`src/rtl/contador_hexadecimal_pulsador.sv`:
```
// Debounced push-button 16-bit hex counter feeding four seven-segment decoders.
// One count per validated press of an active-low key; wraps mod 2^16, clearable.
module contador_hexadecimal_pulsador #(
    parameter int unsigned CICLOS_ANTIRREBOTE = 500000
) (
    input  logic       Reloj,
    input  logic       Reset_n,
    input  logic       Pulsador,
    input  logic       Direccion,
    input  logic       Limpiar,
    output logic [3:0] Digito0,
    output logic [3:0] Digito1,
    output logic [3:0] Digito2,
    output logic [3:0] Digito3,
    output logic       Pulso
);

    localparam int unsigned TW = $clog2(CICLOS_ANTIRREBOTE + 1);
    localparam int unsigned CW = 16;
    localparam logic [TW-1:0] T_FIN = TW'(CICLOS_ANTIRREBOTE);
    localparam logic [TW-1:0] T_UNO = TW'(1);

    typedef enum logic [1:0] {
        REPOSO,
        VALIDA_PRESION,
        PRESIONADO,
        VALIDA_LIBERACION
    } estado_t;

    logic pulsador_meta, pulsador_s;
    logic direccion_meta, direccion_s;
    logic limpiar_meta, limpiar_s;

    estado_t       estado, estado_sig;
    logic [TW-1:0] timer, timer_sig;
    logic          evento_c;
    logic [CW-1:0] cuenta;

    // Two-flop synchronisers; the key resets to released so no false press follows reset.
    always_ff @(posedge Reloj or negedge Reset_n) begin
        if (!Reset_n) begin
            pulsador_meta  <= 1'b1;
            pulsador_s     <= 1'b1;
            direccion_meta <= 1'b0;
            direccion_s    <= 1'b0;
            limpiar_meta   <= 1'b0;
            limpiar_s      <= 1'b0;
        end else begin
            pulsador_meta  <= Pulsador;
            pulsador_s     <= pulsador_meta;
            direccion_meta <= Direccion;
            direccion_s    <= direccion_meta;
            limpiar_meta   <= Limpiar;
            limpiar_s      <= limpiar_meta;
        end
    end

    // Debounce state register.
    always_ff @(posedge Reloj or negedge Reset_n) begin
        if (!Reset_n) begin
            estado <= REPOSO;
            timer  <= '0;
        end else begin
            estado <= estado_sig;
            timer  <= timer_sig;
        end
    end

    // Debounce next-state: any disagreeing sample aborts a validation window.
    always_comb begin
        estado_sig = estado;
        timer_sig  = timer;
        evento_c   = 1'b0;
        case (estado)
            REPOSO: begin
                if (!pulsador_s) begin
                    estado_sig = VALIDA_PRESION;
                    timer_sig  = T_UNO;
                end
            end
            VALIDA_PRESION: begin
                if (pulsador_s) begin
                    estado_sig = REPOSO;
                end else if (timer == T_FIN) begin
                    estado_sig = PRESIONADO;
                    evento_c   = 1'b1;
                end else begin
                    timer_sig = timer + T_UNO;
                end
            end
            PRESIONADO: begin
                if (pulsador_s) begin
                    estado_sig = VALIDA_LIBERACION;
                    timer_sig  = T_UNO;
                end
            end
            VALIDA_LIBERACION: begin
                if (!pulsador_s) begin
                    estado_sig = PRESIONADO;
                end else if (timer == T_FIN) begin
                    estado_sig = REPOSO;
                end else begin
                    timer_sig = timer + T_UNO;
                end
            end
            default: begin
                estado_sig = REPOSO;
                timer_sig  = '0;
            end
        endcase
    end

    // Counter and strobe; clear wins over a coincident count event.
    always_ff @(posedge Reloj or negedge Reset_n) begin
        if (!Reset_n) begin
            cuenta <= '0;
            Pulso  <= 1'b0;
        end else begin
            Pulso <= evento_c && !limpiar_s;
            if (limpiar_s) begin
                cuenta <= '0;
            end else if (evento_c) begin
                cuenta <= direccion_s ? cuenta + CW'(1) : cuenta - CW'(1);
            end
        end
    end

    assign Digito0 = cuenta[3:0];
    assign Digito1 = cuenta[7:4];
    assign Digito2 = cuenta[11:8];
    assign Digito3 = cuenta[15:12];

endmodule

```
`config.mk`:
```
export PLATFORM = sky130hd
export DESIGN_NAME = contador_hexadecimal_pulsador
export DESIGN_NICKNAME = d
export VERILOG_FILES = /design/src/rtl/contador_hexadecimal_pulsador.sv
export SDC_FILE = /design/constraint.sdc
export NUM_CORES = 1
export LEC_CHECK = 0
export BUFFER_PORTS_ARGS = -buffer_cell sky130_fd_sc_hd__buf_2
export CELL_PAD_IN_SITES_DETAIL_PLACEMENT = 1
export CELL_PAD_IN_SITES_GLOBAL_PLACEMENT = 1
export CORE_UTILIZATION = 46
export DETAILED_ROUTE_END_ITERATION = 16
export GPL_ROUTABILITY_DRIVEN = 1
export PLACE_DENSITY = 0.86
export SETUP_SLACK_MARGIN = 0.15
export SYNTH_ARGS = -nofsm -noshare
export SYNTH_HDL_FRONTEND = slang
export SYNTH_SLANG_ARGS = --single-unit
```
`constraint.sdc`:
```
create_clock -name Reloj -period 3.22 [get_ports Reloj]
set_input_delay 0.644 -clock Reloj [delete_from_list [all_inputs] [get_ports Reloj]]
set_output_delay 0.644 -clock Reloj [all_outputs]
set_load 0.02 [all_outputs]
```
==> impl_metrics.tcl <==
set metrics [dict create \
    synth_edf_count 0 \
    drive_gt1_share_pct 12.7 \
    path_cells "inv_1, ha_1, o21ai_0, o211ai_1, nand2_1, o21ai_0, mux2i_1, mux2_1" \
    synth_area_leader_cell "dfrtp_1" \
    cts_sinks 44 \
    slew_headroom_pct 33.1 \
    rows 28 \
    hold_violations 0 \
    hold_path.class "reg -> reg" \
    cts_made_buffers 5 \
    synth_fp_nets 334 \
    fin_worst_skew_ps 11.1 \
    cts_tree "yes" \
    final_nets 353 \
    end_kind "flop" \
    peakVddDrop_mv 0.255 \
    io_buffers 21 \
    htreeDepth 2 \
    vias 2440 \
    cp_slowest_cell "inv_1" \
    dp_hpwl_um 5100 \
    ctsRootBufferMaster "clkbuf_8" \
    cp-startpoint "direccion_s$_DFF_PN0_" \
    fp.dieH_um 80.3 \
    ant_nets 0 \
    tightestPinTransition_ps 1000 \
    first_pass_iters 4 \
    holdPathEnd "direccion_s$_DFF_PN0_" \
    synth_top_area_share_pct 37.3 \
    grt_max_degree 45 \
    die_w_um 80.3 \
    whs_ps 362 \
    grt_pass1_wl_um 12000 \
    cts_resized 0 \
    worstPathArrival_ps 2920 \
    postSynthCellCount 312 \
    final_design_area_no_fill_sq_um 3090 \
    syn_to_final_growth_pct 9.67 \
    synth_cell_type_count 58 \
    max_clock_freq_mhz 367 \
    tns_ps 0 \
    io_pins 22 \
    grt_overflow 0 \
    path_common_cell "o21ai_0" \
    critPathKind "reg -> reg" \
    r2r-start "direccion_s$_DFF_PN0_" \
    wl_per_cell_um 17.2 \
    cp-start-kind "flop" \
    clock_latency_ps 300 \
    drv_slew 0 \
    ys_seq_area_share_pct 39.1 \
    first_global_vias 2581 \
    netlist_top_cells_area "dfrtp_1, ha_1, nand2_1" \
    setup_viol 0 \
    cts_hold_buffers 0 \
    p_leak_nw 1.37 \
    maxCapViolCount 0 \
    syn_area_per_cell_sq_um 9.04 \
    place_area_sq_um 2980 \
    core-area_sq_um 5920 \
    outcome "complete, no violations" \
    rsz0062_at_grt "false" \
    first_iter_violations 78 \
    min_path_cells 0 \
    critPathTopFamily "compound AO/OA/AOI/OAI gates" \
    routabilityCongestion 0.833 \
    reg2regPathDepth 8 \
    cts_setup_buffers 0 \
    initial_utilization_pct 47.7 \
    vias_per_cell 6.00 \
    insertedDiodeCount 0 \
    cts_buffer_depth 2 \
    die_area_sq_um 6450 \
    wirelength_um 7000 \
    min_from "direccion_meta$_DFF_PN0_" \
    ff2ff_setup_slack_ps 500 \
    synthFlopType "dfrtp_1" \
    async_flop_share_pct 100 \
    cts.clk_slew.worst_paths_ps 100 \
    cp_max_fo 16 \
    antenna_found_initial 0 \
    cp_slowest_stage_delay_ps 440 \
    required_ps 3410 \
    period_share_pct 84.5 \
    fin_crit_ps 2720 \
    reg2reg_to "cuenta[15]$_DFFE_PN0P_" \
    power_density_nw_per_um2 374 \
    grt_usage_pct 24.1 \
    syn_area_sq_um 2820 \
    ys_warn_count 0 \
    drc 0 \
    ys_ff_latch 44 \
    crit_buf_inv 1 \
]
## kinds of logic (layout without fill, tap and decap cells)
logic type	after synthesis	count (layout)	share of synthesized area (%)
muxes	3	3	1.11
xor gates and xnor gates	11	11	3.41
DFF	44	44	39.1
and+or+nand+nor	123	123	24.7
buffers and inverters	20	40	3.19
AOI/OAI and AO/OA	94	94	20.6
adders and majority gates	17	17	7.80
## worst max path at each step
stage                              to  slack [ps]  depth (start not counted)
2_1_floorplan  cuenta[13]$_DFFE_PN0P_         860                          9
3_3_place_gp   cuenta[15]$_DFFE_PN0P_         650                          8
3_5_place_dp   cuenta[15]$_DFFE_PN0P_         500                          8
4_1_cts        cuenta[15]$_DFFE_PN0P_         500                          8
5_1_grt        cuenta[15]$_DFFE_PN0P_         230                          8
6_report       cuenta[15]$_DFFE_PN0P_         500                          8
## Yosys cell counts (2+ instances only)
cell,number
o211ai_1,6
o21ai_0,12
nor3b_1,2
nand2b_1,4
o21ai_1,19
and4_1,2
a21o_1,4
mux2i_1,2
nand4_1,6
inv_1,8
nor2b_1,7
nand3b_1,3
nand3_1,8
ha_1,16
nand2_1,38
dfstp_2,2
o41ai_1,3
a211o_1,2
nor3_1,5
or4_4,2
nor2_1,23
xor2_1,3
a211oi_1,5
nor4_1,3
nand4b_1,2
dfrtp_1,42
a31oi_1,5
and3_1,4
nor4b_4,2
buf_2,3
a21oi_1,21
o31ai_1,9
clkbuf_1,6
xnor2_1,8
o22ai_1,2
## placed cells by master, fill, tap and decap left out, drive strengths merged, types with 2 or more instances in the layout
master,synthesis,final
xor2,3,3
nand2,39,39
a21o,4,4
nor4,3,3
nor3b,2,2
and4,2,2
nand3,9,9
nand4,6,6
and3,4,4
or4,3,3
nor3,6,6
mux2i,2,2
o41ai,3,3
buf,5,23
o22ai,2,2
o211ai,6,6
nor2,23,23
nand4b,2,2
nand3b,4,4
nor2b,7,7
dfstp,2,2
o21ai,31,31
clkbuf,6,5
a21oi,21,21
dfrtp,42,42
ha,16,16
a211o,2,2
a31oi,5,5
inv,9,10
nor4b,3,3
o31ai,9,9
a211oi,5,5
nand2b,4,4
xnor2,8,8
## layer usage
metal	up-vias	routed length, um	global-route usage, %
li1	1187	-	-
met1	1228	3100	27.8
met2	21	3740	46.1
met3	4	104	3.75
met4	0	61	6.07
met5	-	0	0
## per-stage QoR
stage | worst slack (ps) | instances | power [mW] | util [%]
after detailed placement | 500 | 399 | 0.718 | 50.3
after global routing | 226 | 407 | 1.21 | 52.3
after floorplan | 861 | 312 | 0.677 | -
after CTS | 498 | 407 | 1.17 | 52.3
final | 498 | 407 | 1.16 | 52.3
after global placement | 650 | 399 | 0.708 | 50.3
## layout make-up
| cell class | instances | area [sq um] |
|---|---|---|
| fill | 722 | 2830 |
| sequential | 44 | 1100 |
| clock buffer | 5 | 68.8 |
| clock inverter | 3 | 46.3 |
| inverter | 9 | 33.8 |
| tap | 75 | 93.8 |
| timing repair buffer | 23 | 120 |
| multi-input combinational | 248 | 1630 |
## power by group
| part | leakage, nW | internal (mW) | switching [mW] |
|---|---|---|---|
| clock network | 0.0548 | 0.234 | 0.216 |
| logic | 0.719 | 0.0381 | 0.0699 |
| registers | 0.592 | 0.570 | 0.0280 |
## state kept, by name, summed over array words and instances, names as in the netlist, named ones only
name	count
Pulso	1
cuenta	16
direccion_meta	1
direccion_s	1
estado	1
limpiar_meta	1
limpiar_s	1
pulsador_meta	1
pulsador_s	1
timer	19
## worst register-to-register path: cells and delay by family (launching register included)
family / cells / cell delay (ps)
compound gates: 3 / 740
fa+ha+maj: 1 / 360
buf+inv: 1 / 440
flops: 1 / 380
mux: 2 / 570
simple gates: 1 / 140
No activity file was read; power rests on OpenSTA's default activity.
